==> config.mk <==
export PLATFORM = sky130hd
export DESIGN_NAME = minibyte_memio
export DESIGN_NICKNAME = d
export VERILOG_FILES = /design/src/rtl/minibyte_pkg.sv /design/src/rtl/minibyte_timer.sv /design/src/rtl/minibyte_memio.sv
export SDC_FILE = /design/constraint.sdc
export NUM_CORES = 1
export LEC_CHECK = 0
export ABC_CLOCK_PERIOD_IN_PS = 4750
export CAP_MARGIN = 20
export CORE_MARGIN = 5
export CORE_UTILIZATION = 60
export CTS_BUF_LIST = sky130_fd_sc_hd__clkbuf_4
export DETAILED_ROUTE_END_ITERATION = 10
export PLACE_DENSITY_LB_ADDON = 0.1
export SLEW_MARGIN = 20
export SYNTH_ARGS = -nofsm -noshare
export SYNTH_HDL_FRONTEND = slang
export SYNTH_SLANG_ARGS = --single-unit
==> constraint.sdc <==
create_clock -name clk_in -period 4.75 [get_ports clk_in]
set_clock_uncertainty 0.05 [all_clocks]
set_input_delay 0.95 -clock clk_in [delete_from_list [all_inputs] [get_ports clk_in]]
set_output_delay 0.95 -clock clk_in [all_outputs]
set_load 0.005 [all_outputs]
==> src/rtl/minibyte_pkg.sv <==
// minibyte_pkg: shared IO map, timer bit positions and prescale limits for the Minibyte responder
package minibyte_pkg;
  localparam int DEF_RAM_BASE = 8'hE0;
  localparam int DEF_IO_BASE  = 8'hF0;
  localparam logic [3:0] OFF_GPIO_OUT = 4'd0;
  localparam logic [3:0] OFF_GPIO_IN  = 4'd1;
  localparam logic [3:0] OFF_TMR_CNT  = 4'd2;
  localparam logic [3:0] OFF_TMR_CMP  = 4'd3;
  localparam logic [3:0] OFF_TMR_CTRL = 4'd4;
  localparam logic [3:0] OFF_TMR_STAT = 4'd5;
  localparam int CTRL_EN      = 0;
  localparam int CTRL_PRE     = 1;
  localparam int CTRL_IRQEN   = 3;
  localparam int CTRL_AUTOCLR = 4;
  localparam int STAT_MATCH   = 0;
  localparam int STAT_OVF     = 1;
  localparam logic [5:0] PRE_LIM_1  = 6'd0;
  localparam logic [5:0] PRE_LIM_4  = 6'd3;
  localparam logic [5:0] PRE_LIM_16 = 6'd15;
  localparam logic [5:0] PRE_LIM_64 = 6'd63;
  function automatic logic [5:0] pre_limit(input logic [1:0] pre);
    return pre == 2'd0 ? PRE_LIM_1 : pre == 2'd1 ? PRE_LIM_4 : pre == 2'd2 ? PRE_LIM_16 : PRE_LIM_64;
  endfunction
endpackage

==> src/rtl/minibyte_timer.sv <==
// minibyte_timer: prescaled 8-bit timer with compare/overflow status and level interrupt
module minibyte_timer
  import minibyte_pkg::*;
(
  input  logic       clk_in,
  input  logic       rst_in,
  input  logic [7:0] wdata_i,
  input  logic       we_cnt_i,
  input  logic       we_cmp_i,
  input  logic       we_ctrl_i,
  input  logic       we_stat_i,
  output logic [7:0] cnt_o,
  output logic [7:0] cmp_o,
  output logic [7:0] ctrl_o,
  output logic [7:0] stat_o,
  output logic       irq_o
);
  logic [5:0] pre_q, pre_d;
  logic [7:0] cnt_q, cnt_d, cmp_q, cmp_d;
  logic [4:0] ctrl_q, ctrl_d;
  logic [1:0] stat_q, stat_d;
  logic       irq_q, irq_d, tick, hit, wrap;
  always_comb begin
    ctrl_d = we_ctrl_i ? wdata_i[4:0] : ctrl_q;
    cmp_d  = we_cmp_i ? wdata_i : cmp_q;
    // a CTRL write that drops EN kills the tick landing on the same edge
    tick   = ctrl_q[CTRL_EN] && pre_q == pre_limit(ctrl_q[CTRL_PRE +: 2]) && !(we_ctrl_i && !wdata_i[CTRL_EN]);
    hit    = tick && !we_cnt_i && cnt_q == cmp_q;
    wrap   = tick && !we_cnt_i && !(hit && ctrl_q[CTRL_AUTOCLR]) && cnt_q == 8'hFF;
    pre_d  = (we_ctrl_i || tick) ? 6'd0 : ctrl_q[CTRL_EN] ? pre_q + 6'd1 : pre_q;
    cnt_d  = we_cnt_i ? wdata_i : !tick ? cnt_q : (hit && ctrl_q[CTRL_AUTOCLR]) ? 8'h00 : cnt_q + 8'd1;
    stat_d = (stat_q & ~(we_stat_i ? wdata_i[1:0] : 2'b00)) | {wrap, hit};
    irq_d  = ctrl_d[CTRL_IRQEN] && |stat_d;
  end
  always_ff @(posedge clk_in or negedge rst_in) begin
    if (!rst_in) begin
      pre_q  <= '0;
      cnt_q  <= 8'h00;
      cmp_q  <= 8'hFF;
      ctrl_q <= '0;
      stat_q <= '0;
      irq_q  <= 1'b0;
    end else begin
      pre_q  <= pre_d;
      cnt_q  <= cnt_d;
      cmp_q  <= cmp_d;
      ctrl_q <= ctrl_d;
      stat_q <= stat_d;
      irq_q  <= irq_d;
    end
  end
  assign cnt_o  = cnt_q;
  assign cmp_o  = cmp_q;
  assign ctrl_o = {3'b000, ctrl_q};
  assign stat_o = {6'b000000, stat_q};
  assign irq_o  = irq_q;
endmodule

==> src/rtl/minibyte_memio.sv <==
// minibyte_memio: Minibyte bus responder decoding ROM window, internal RAM and GPIO/timer IO page
module minibyte_memio
  import minibyte_pkg::*;
#(
  parameter int RAM_DEPTH = 16,
  parameter int RAM_BASE  = DEF_RAM_BASE,
  parameter int IO_BASE   = DEF_IO_BASE
) (
  input  logic       clk_in,
  input  logic       rst_in,
  input  logic [7:0] addr_in,
  input  logic [7:0] data_in,
  input  logic       we_in,
  output logic [7:0] data_out,
  input  logic [7:0] rom_data_in,
  output logic       rom_sel_out,
  input  logic [7:0] gpio_in,
  output logic [7:0] gpio_out,
  output logic       irq_out
);
  localparam int AW = $clog2(RAM_DEPTH);
  logic          rom_sel, ram_sel, io_sel, we_io;
  logic [AW-1:0] ram_idx;
  logic [3:0]    io_off;
  logic [7:0]    ram_q [RAM_DEPTH];
  logic [7:0]    gpio_out_q, gpio_out_d, sync1_q, sync2_q, io_rd;
  logic [7:0]    tmr_cnt, tmr_cmp, tmr_ctrl, tmr_stat;
  always_comb begin
    rom_sel    = int'(addr_in) < RAM_BASE;
    ram_sel    = !rom_sel && int'(addr_in) < RAM_BASE + RAM_DEPTH;
    io_sel     = !rom_sel && !ram_sel && int'(addr_in) >= IO_BASE && int'(addr_in) < IO_BASE + 16;
    ram_idx    = AW'(addr_in - 8'(RAM_BASE));
    io_off     = 4'(addr_in - 8'(IO_BASE));
    we_io      = we_in && io_sel;
    gpio_out_d = (we_io && io_off == OFF_GPIO_OUT) ? data_in : gpio_out_q;
    io_rd      = 8'h00;
    case (io_off)
      OFF_GPIO_OUT: io_rd = gpio_out_q;
      OFF_GPIO_IN:  io_rd = sync2_q;
      OFF_TMR_CNT:  io_rd = tmr_cnt;
      OFF_TMR_CMP:  io_rd = tmr_cmp;
      OFF_TMR_CTRL: io_rd = tmr_ctrl;
      OFF_TMR_STAT: io_rd = tmr_stat;
      default:      io_rd = 8'h00;
    endcase
    data_out = rom_sel ? rom_data_in : ram_sel ? ram_q[ram_idx] : io_sel ? io_rd : 8'h00;
  end
  // RAM is deliberately left out of reset
  always_ff @(posedge clk_in) begin
    if (we_in && ram_sel) ram_q[ram_idx] <= data_in;
  end
  always_ff @(posedge clk_in or negedge rst_in) begin
    if (!rst_in) begin
      gpio_out_q <= 8'h00;
      sync1_q    <= 8'h00;
      sync2_q    <= 8'h00;
    end else begin
      gpio_out_q <= gpio_out_d;
      sync1_q    <= gpio_in;
      sync2_q    <= sync1_q;
    end
  end
  minibyte_timer u_timer (
    .clk_in    (clk_in),
    .rst_in    (rst_in),
    .wdata_i   (data_in),
    .we_cnt_i  (we_io && io_off == OFF_TMR_CNT),
    .we_cmp_i  (we_io && io_off == OFF_TMR_CMP),
    .we_ctrl_i (we_io && io_off == OFF_TMR_CTRL),
    .we_stat_i (we_io && io_off == OFF_TMR_STAT),
    .cnt_o     (tmr_cnt),
    .cmp_o     (tmr_cmp),
    .ctrl_o    (tmr_ctrl),
    .stat_o    (tmr_stat),
    .irq_o     (irq_out)
  );
  assign rom_sel_out = rom_sel;
  assign gpio_out    = gpio_out_q;
endmodule

### Word level (Yosys, flattened, before mapping)

Memory sizes are Yosys's and may differ from the RTL's.
Cells that the tools add are included.

* register bits after elaboration: 54
* latch bits: 0
* memory bits (writable): 128
* ROM bits: 0
* input bits: 35
* output and inout port bits: 18
* memories kept: 1

Memory list
* ram_q: words 16, width 8, read ports 1, clocked after memory_dff 0, wr ports 1, line minibyte_memio.sv:25 `logic [7:0] ram_q [RAM_DEPTH];`

* add/sub/neg operators: 4
* multiply operators: 0
* div/mod/pow operators: 0
* magnitude comparators: 3
* equality and inequality tests: 10
* shift operators: 0
* mux-type cells: 16
* bitwise gates (word level): 3
* reduce and logical (&&, ||, !) cells: 31

Operators with widths (number)
* two-way mux 8 bit: 6
* case mux 8 bit (6 select lines): 1
* two-way mux 6 bit: 5
* logical AND 1 bit: 19
* < comparator 8 bit (second input constant): 2
* adder 8 x 1 -> 8 bit (second input constant): 1
* equality test 4 x 2 -> 1 bit (second input constant): 2
* equality test 4 x 3 -> 1 bit (second input constant): 2
* equality test 8 bit: 1
* equality test 8 bit (second input constant): 1
* greater-or-equal comparator 8 bit (second input constant): 1
* subtractor 4 x 1 -> 4 bit (second input constant): 2
* adder 6 x 1 -> 6 bit (second input constant): 1
* equality test 6 bit: 1
* zero test 1 bit: 6
* equality test 4 x 1 -> 1 bit (second input constant): 1
* zero test 4 bit: 1
* two-way mux 4 bit: 1
* nonzero test 2 bit: 2
* bitwise AND 2 bit: 1
* equality test 2 x 1 -> 1 bit (second input constant): 1
* equality test 2 bit (second input constant): 1
* zero test 2 bit: 1
* two-way mux 1 bit: 2
* 5 further kinds: 5

### Logic depth before layout (Yosys ltp)

Gate-level depths: netlist of run 1.

* depth after elaboration: 20
* gate-level depth with buffers: 8
* mapped depth without buffers: 7

### Modules after synthesis

A second synthesis of run 1 with hierarchy kept.

* cell total of the unflattened synthesis: 528
* area total of the unflattened synthesis: 8107.8 um^2

By module, submodules not included
* minibyte_memio: times used 1, cells an instance 361, area an instance 6392.4 um^2, seq. area each 4444.3 um^2
* minibyte_timer: times used 1, cells an instance 167, area an instance 1715.4 um^2, seq. area each 760.7 um^2

### Worst setup path before layout of run 1

No wires, ideal clock.

* path type: input-to-output
* start: input addr_in[0]
* end: output data_out[1]
* data arrival time: 2525 ps
* path slack: 1225 ps
* stages on the path: 6
* path buffers: 2
* cell sequence: buf_2 > buf_2 > mux4_2 > mux2_2 > a22oi_1 > nand2_1

* word-level cells in the longest chain between the ends: 9
* elaborated cells between the ends (all ways): 21

RTL lines
* start: declaration: line minibyte_memio.sv:11 `input logic [7:0] addr_in,`
* branches (longest 8 deep; another with subtractor 4 x 1 -> 4 bit)
* two-way mux 8 bit *: line minibyte_memio.sv:46 `data_out = rom_sel ? rom_data_in : ram_sel ? ram_q[ram_idx] : io_sel ? io_rd : 8'h00;`
* end: declaration: line minibyte_memio.sv:14 `output logic [7:0] data_out,`

Mark *: on every way between the ends.

### Worst setup path in the final report of run 1

* start: input addr_in[1]
* end: output data_out[0]

Same word-level chain as after synthesis.

==> results.yml, run 1 <==
synth:
  ys_warn_count: 0
  yosysSeqAreaShare_pct: 67.3
  synth_top_family_by_area: "multiplexers"
  synth_edf_count: 128
  synth_seq_cells: 182
  syn_nets: 511
  netlist_instances: 474
  synthArstFlopShare_pct: 29.7
  synth_ff_type: "edfxtp_1"
  yosys.area_share.adder_pct: 0.324
  synth_xor_area_share_pct: 1.25
  synth_compound_gate_area_share_pct: 4.01
  synth-simple-area-share_pct: 8.03
  ys_types: 54
  synth_area_sq_um: 7730
  avgSynthCellArea_sq_um: 16.3
  synthMuxAreaShare_pct: 17.4
global_route:
  grt_pass1_wl_um: 26300
  gr-total-overflow: 0
  grt_start_max_net_pins: 55
  grt_usage_pct: 24.1
  grt_pass1_vias: 4530
  grt_antenna_before_repair: 1
clocking:
  cts_inserted_buffers: 17
  cts_buffer_depth: 2
  cts_htree_levels: 4
  cts-resized-gates: 0
  cts_root_buf: "clkbuf_4"
  clk_latency_ns: 0.57
  clock_sinks: 182
  cts_setup_buffers: 0
  cts.clk_slew.worst_paths_ns: 0.13
  cts_hold_buf: 0
  cts_tree: "done"
sta:
  min_period_ns: 4.31
  rsz0062_at_grt: "no"
  setup-tns-final_ns: 0
  fin_crit_sh_pct: 90.7
  finalHoldViolCount: 0
  drv_slew: 0
  hold_ws_ns: 0.313
  fmax_ghz: 0.232
  maxSlewHeadroom_pct: 33.6
  tightest_slew_ns: 0.992
  setup_viol_count_final: 0
hold_path:
  whs_path_depth: 0
  worstHoldStart: "sync1_q[3]"
  hold_path_class: "reg2reg"
  whs_endpoint: "sync2_q[3]"
worst_setup_path:
  critPathLaunchType: "input port"
  slowest_delay_ns: 0.63
  crit_chain: "buf_2 > buf_4 > mux4_2 > mux2_2 > a22oi_1 > nand2_1 > clkdlybuf4s50_1"
  crit_type: "in2out"
  rr_endpoint: "u_timer.cnt_o[6]"
  cpMaxStageDelayCell: "buf_2"
  ff2ff_setup_slack_ns: 2.39
  r2r_start: "u_timer.ctrl_q[2]"
  critPathCaptureType: "output pin"
  crit_fanout: 33
  cp.required_ns: 3.75
  ff2ff_path_depth: 6
  crit_arrival_ns: 3.31
floorplanning:
  die_w_um: 123
  die_h_um: 123
  start_util_pct: 61.2
  dieArea_sq_um: 15300
  coreArea_sq_um: 12600
  rows: 41
  io_pins: 53
cells_and_area:
  fillers: 886
  drive_above_1_share_pct: 24.8
  fin_nets: 576
  seq_area_sq_um: 5200
  multiInputGateArea_sq_um: 2400
  synthToLayoutAreaGrowth_pct: 13.5
job:
  cap_violations: 0
route:
  dr.pass1.iters: 5
  detail-route-antenna-nets: 0
  drt_iter0_markers: 437
  num_vias: 4351
  drt-vias-per-instance: 6.00
  remaining_drc_errors: 0
  drt-total-wl_um: 16600
  post_drt_wl_per_cell_um: 22.9
power_and_ir_drop:
  power.leakage_nw: 3.14
  ir_worst_vdd_mv: 0.186
  cellPowerDensity_nw_per_um2: 334
place:
  hpwl_um: 11500
  gp_congestion: 0.857
  portBuffers: 52
run_status:
  status: "finished clean"
==> metal layers <==
metal	global-route usage (%)	part of all wire, %	up-vias
met3	5.17	4.6	30
met2	39.6	52	127
met4	8.51	2.0	0
met1	32.4	41	2225
met5	0	0	-
li1	-	-	1969
==> layout make-up <==
class	instances	area share [%]
diodes	1	0.0285
clock buffers	17	1.45
clock inverters	15	1.84
inverters	7	0.300
multi-input cells	263	27.3
flip-flops and latches	182	59.3
well taps	172	2.45
repair buffers	68	7.27
==> stage by stage <==
stage	total power [mW]	cell area, sq um	cells	setup WS (ns)	utilization [%]
6_report	2.93	8770	725	0.442	69.5
5_1_grt	3.06	8770	725	0.337	69.5
4_1_cts	2.94	8770	724	0.444	69.5
3_5_place_dp	2.10	8480	692	0.435	67.2
3_3_place_gp	2.09	8480	692	0.478	67.2
2_1_floorplan	1.97	7730	474	1.22	-
==> cell families after synthesis <==
| logic type | count (synthesis) |
|---|---|
| flops | 182 |
| simple gates | 127 |
| mux | 75 |
| compound gates | 48 |
| buf+inv | 29 |
| xor+xnor | 11 |
| fa+ha+maj | 2 |
==> registers in the layout, indices dropped and copies added, names as in the netlist, 5 cells and up <==
name / flops
u_timer.pre_q: 6
ram_q: 128
sync1_q: 8
u_timer.cnt_o: 8
sync2_q: 8
u_timer.ctrl_q: 5
gpio_out: 8
u_timer.cmp_o: 8
==> cells in the mapped netlist (all sizes together) (2+ instances only) <==
cell type	number	share of area, %
inv	7	0.34
ha	2	0.32
buf	14	0.92
nor4	4	0.40
a22oi	5	0.49
xor2	11	1.2
mux2	24	3.5
dfrtp	46	15
clkbuf	8	0.39
nand4	2	0.16
dfstp	8	2.7
mux4	45	13
nand2b	6	0.52
o21ai	12	0.83
nor2	39	1.9
a31oi	7	0.57
or3	2	0.16
edfxtp	128	50
nand3	10	0.65
nand2	37	1.8
nor3	5	0.32
nor2b	3	0.24
a221oi	2	0.31
o22ai	2	0.16
mux2i	6	0.78
a21oi	12	0.78
and2	2	0.19
and3	9	0.81
nor3b	2	0.19
==> power breakdown <==
part / switching, mW / total [mW] / internal (mW)
logic: 0.141 / 0.281 / 0.140
clock network: 0.505 / 0.862 / 0.357
registers: 0.0431 / 1.78 / 1.74
total: 0.690 / 2.93 / 2.24
==> how the worst max path moves through the flow <==
stage               start           to  depth (start not counted)
2_1_floorplan  addr_in[0]  data_out[1]                          6
3_3_place_gp   addr_in[1]  data_out[0]                          7
3_5_place_dp   addr_in[1]  data_out[0]                          7
4_1_cts        addr_in[1]  data_out[0]                          7
5_1_grt        addr_in[1]  data_out[0]                          7
6_report       addr_in[1]  data_out[0]                          7
==> placed cells by master, fill, tap and decap left out, drive strengths merged, types with 2 or more instances in the layout <==
cell type	n
nor2b	3
a221oi	2
clkbuf	17
mux2	24
o21ai	12
or3	2
dfstp	8
clkinv	7
clkinvlp	4
nor4	4
nand4	2
inv	8
dfrtp	46
nor3	5
nand3	10
xor2	11
edfxtp	128
and2	2
nand2b	6
bufinv	3
a22oi	5
mux2i	6
nor3b	2
o22ai	2
and3	9
clkdlybuf4s50	49
a31oi	7
mux4	45
ha	2
buf	19
nand2	37
a21oi	12
nor2	39
==> critical path, delay by kind of cell <==
family	cells	cell delay, ns
and+or+nand+nor	1	0.11
AOI/OAI and AO/OA	1	0.19
muxes	2	0.59
buffers and inverters	3	1.44
Note: power is estimated with default switching activity, not from simulation.
==> run 2: changes to the inputs <==
- CORE_UTILIZATION: 60 -> 50
==> results.yml, run 2 (synthesis results as in run 1) <==
run_status:
  status: "finished clean"
global_route:
  grt_pass1_wl_um: 26300
  grt_start_max_net_pins: 55
  gr-total-overflow: 0
  grt_usage_pct: 19.7
  grt_antenna_before_repair: 1
  grt_pass1_vias: 4599
power_and_ir_drop:
  power.total_mw: 2.82
  switching_share_pct: 24.6
  power_frac_clock_pct: 27.1
  cellPowerDensity_nw_per_um2: 322
  power.leakage_nw: 3.16
  p_sw_mw: 0.694
  p_int_mw: 2.13
  ir_worst_vdd_mv: 0.180
  combPwrFrac_pct: 9.9
  p_seq_share_pct: 63.1
route:
  drt-total-wl_um: 16800
  drt-vias-per-instance: 5.92
  drt_iter0_markers: 301
  remaining_drc_errors: 0
  post_drt_wl_per_cell_um: 22.6
  dr.pass1.iters: 5
  detail-route-antenna-nets: 0
  num_vias: 4418
cells_and_area:
  stdcell_count: 746
  final_common_cell: "edfxtp_1"
  fillers: 1207
  fin_nets: 581
  regMostFlops: "ram_q"
  synthToLayoutAreaGrowth_pct: 13.6
  seq_area_sq_um: 5200
  drive_above_1_share_pct: 25.7
  multiInputGateArea_sq_um: 2400
  final_cell_mix: "edfxtp_1, clkdlybuf4s50_1, dfrtp_1"
  final_cell_area_sq_um: 8780
  largest_reg_flops: 128
  final_util_pct: 57.8
job:
  cap_violations: 0
worst_setup_path:
  crit_fanout: 33
  endpoint: "data_out[0]"
  cp.buffers_inverters: 3
  cp.depth: 7
  rr_endpoint: "u_timer.cnt_o[6]"
  ff2ff_setup_slack_ns: 2.47
  cp-startpoint: "addr_in[1]"
  cp.required_ns: 3.75
  r2r_start: "u_timer.ctrl_q[2]"
  ff2ff_path_depth: 6
  crit_family: "buffers and inverters"
  critPathCaptureType: "output pin"
  critPathLaunchType: "input port"
  cpMaxStageDelayCell: "buf_2"
  crit_arrival_ns: 3.32
  slowest_delay_ns: 0.65
  crit_chain: "buf_2 > buf_4 > mux4_2 > mux2_2 > a22oi_1 > nand2_1 > clkdlybuf4s50_1"
  crit_type: "in2out"
clocking:
  cts_htree_levels: 4
  cts_root_buf: "clkbuf_4"
  cts.clk_slew.worst_paths_ns: 0.13
  clock_sinks: 182
  cts_hold_buf: 0
  cts-resized-gates: 0
  cts_setup_buffers: 0
  cts_tree: "done"
  cts_inserted_buffers: 17
  clk_latency_ns: 0.55
  cts_buffer_depth: 2
floorplanning:
  die_w_um: 134
  rows: 45
  die_h_um: 134
  io_pins: 53
  dieArea_sq_um: 18000
  coreArea_sq_um: 15200
  start_util_pct: 50.8
sta:
  setup-tns-final_ns: 0
  hold_ws_ns: 0.313
  min_period_ns: 4.32
  fmax_ghz: 0.231
  fin_crit_sh_pct: 91.0
  setup_viol_count_final: 0
  maxSlewHeadroom_pct: 33.7
  drv_slew: 0
  fin_ws_ns: 0.429
  rsz0062_at_grt: "no"
  tightest_slew_ns: 0.991
  finalHoldViolCount: 0
place:
  placed_area_sq_um: 8540
  dp_cells: 713
  dp_slack_ns: 0.398
  portBuffers: 52
  hpwl_um: 11300
  gp_congestion: 0.819
hold_path:
  hold_path_class: "reg2reg"
run 2: cell count changes in the layout (fill, tap and decap cells not counted):
cell        previous run  this run
buf_4                 15        20
clkinv_2               3         6
bufinv_16              3         1
clkinv_1               3         2
clkinv_4               1         2
clkinvlp_4             3         2
run 2: how the worst min path moves through the flow:
stage	from	end	slack, ns	cells after the start
after detailed placement	sync1_q[4]	sync2_q[4]	0.28	0
after CTS	sync1_q[7]	sync2_q[7]	0.31	0
after floorplan	sync1_q[0]	sync2_q[0]	0.28	0
after global placement	sync1_q[5]	sync2_q[5]	0.28	0
after global routing	sync1_q[7]	sync2_q[7]	0.32	0
final	sync1_q[3]	sync2_q[3]	0.31	0
run 2: worst register-to-register path, stage by stage (launching register included):
cell and delay [ns]:
dfrtp_1 0.47, and2_4 0.17, a211o_1 0.29, a221oi_2 0.53
o21ai_2 0.15, or3b_1 0.40, a31oi_1 0.16
run 2: power groups by stage:
stage / Clock, mW / Sequential (mW) / Combinational [mW]
5_1_grt: 0.853 / 1.79 / 0.309
4_1_cts: 0.783 / 1.78 / 0.283
2_1_floorplan: 0 / 1.80 / 0.169
3_3_place_gp: 0 / 1.81 / 0.276
6_report: 0.764 / 1.78 / 0.278
3_5_place_dp: 0 / 1.82 / 0.282
run 2: layout make-up:
| type | instances | share of cell area [%] |
|---|---|---|
| Sequential cell | 182 | 59.3 |
| Multi-Input combinational cell | 263 | 27.3 |
| Timing Repair Buffer | 73 | 7.69 |
| Tap cell | 188 | 2.68 |
| Clock buffer | 17 | 1.45 |
| Clock inverter | 15 | 1.30 |
| Inverter | 7 | 0.299 |
| Antenna cell | 1 | 0.0285 |
run 2: layer usage:
metal	GRT usage [%]	part of all wire [%]	wire, um	vias up
met5	0	0	0	-
met4	6.90	1.6	277	0
met3	3.64	5.8	971	20
met2	32.1	51	8610	171
met1	26.9	41	6970	2244
li1	-	-	-	1983
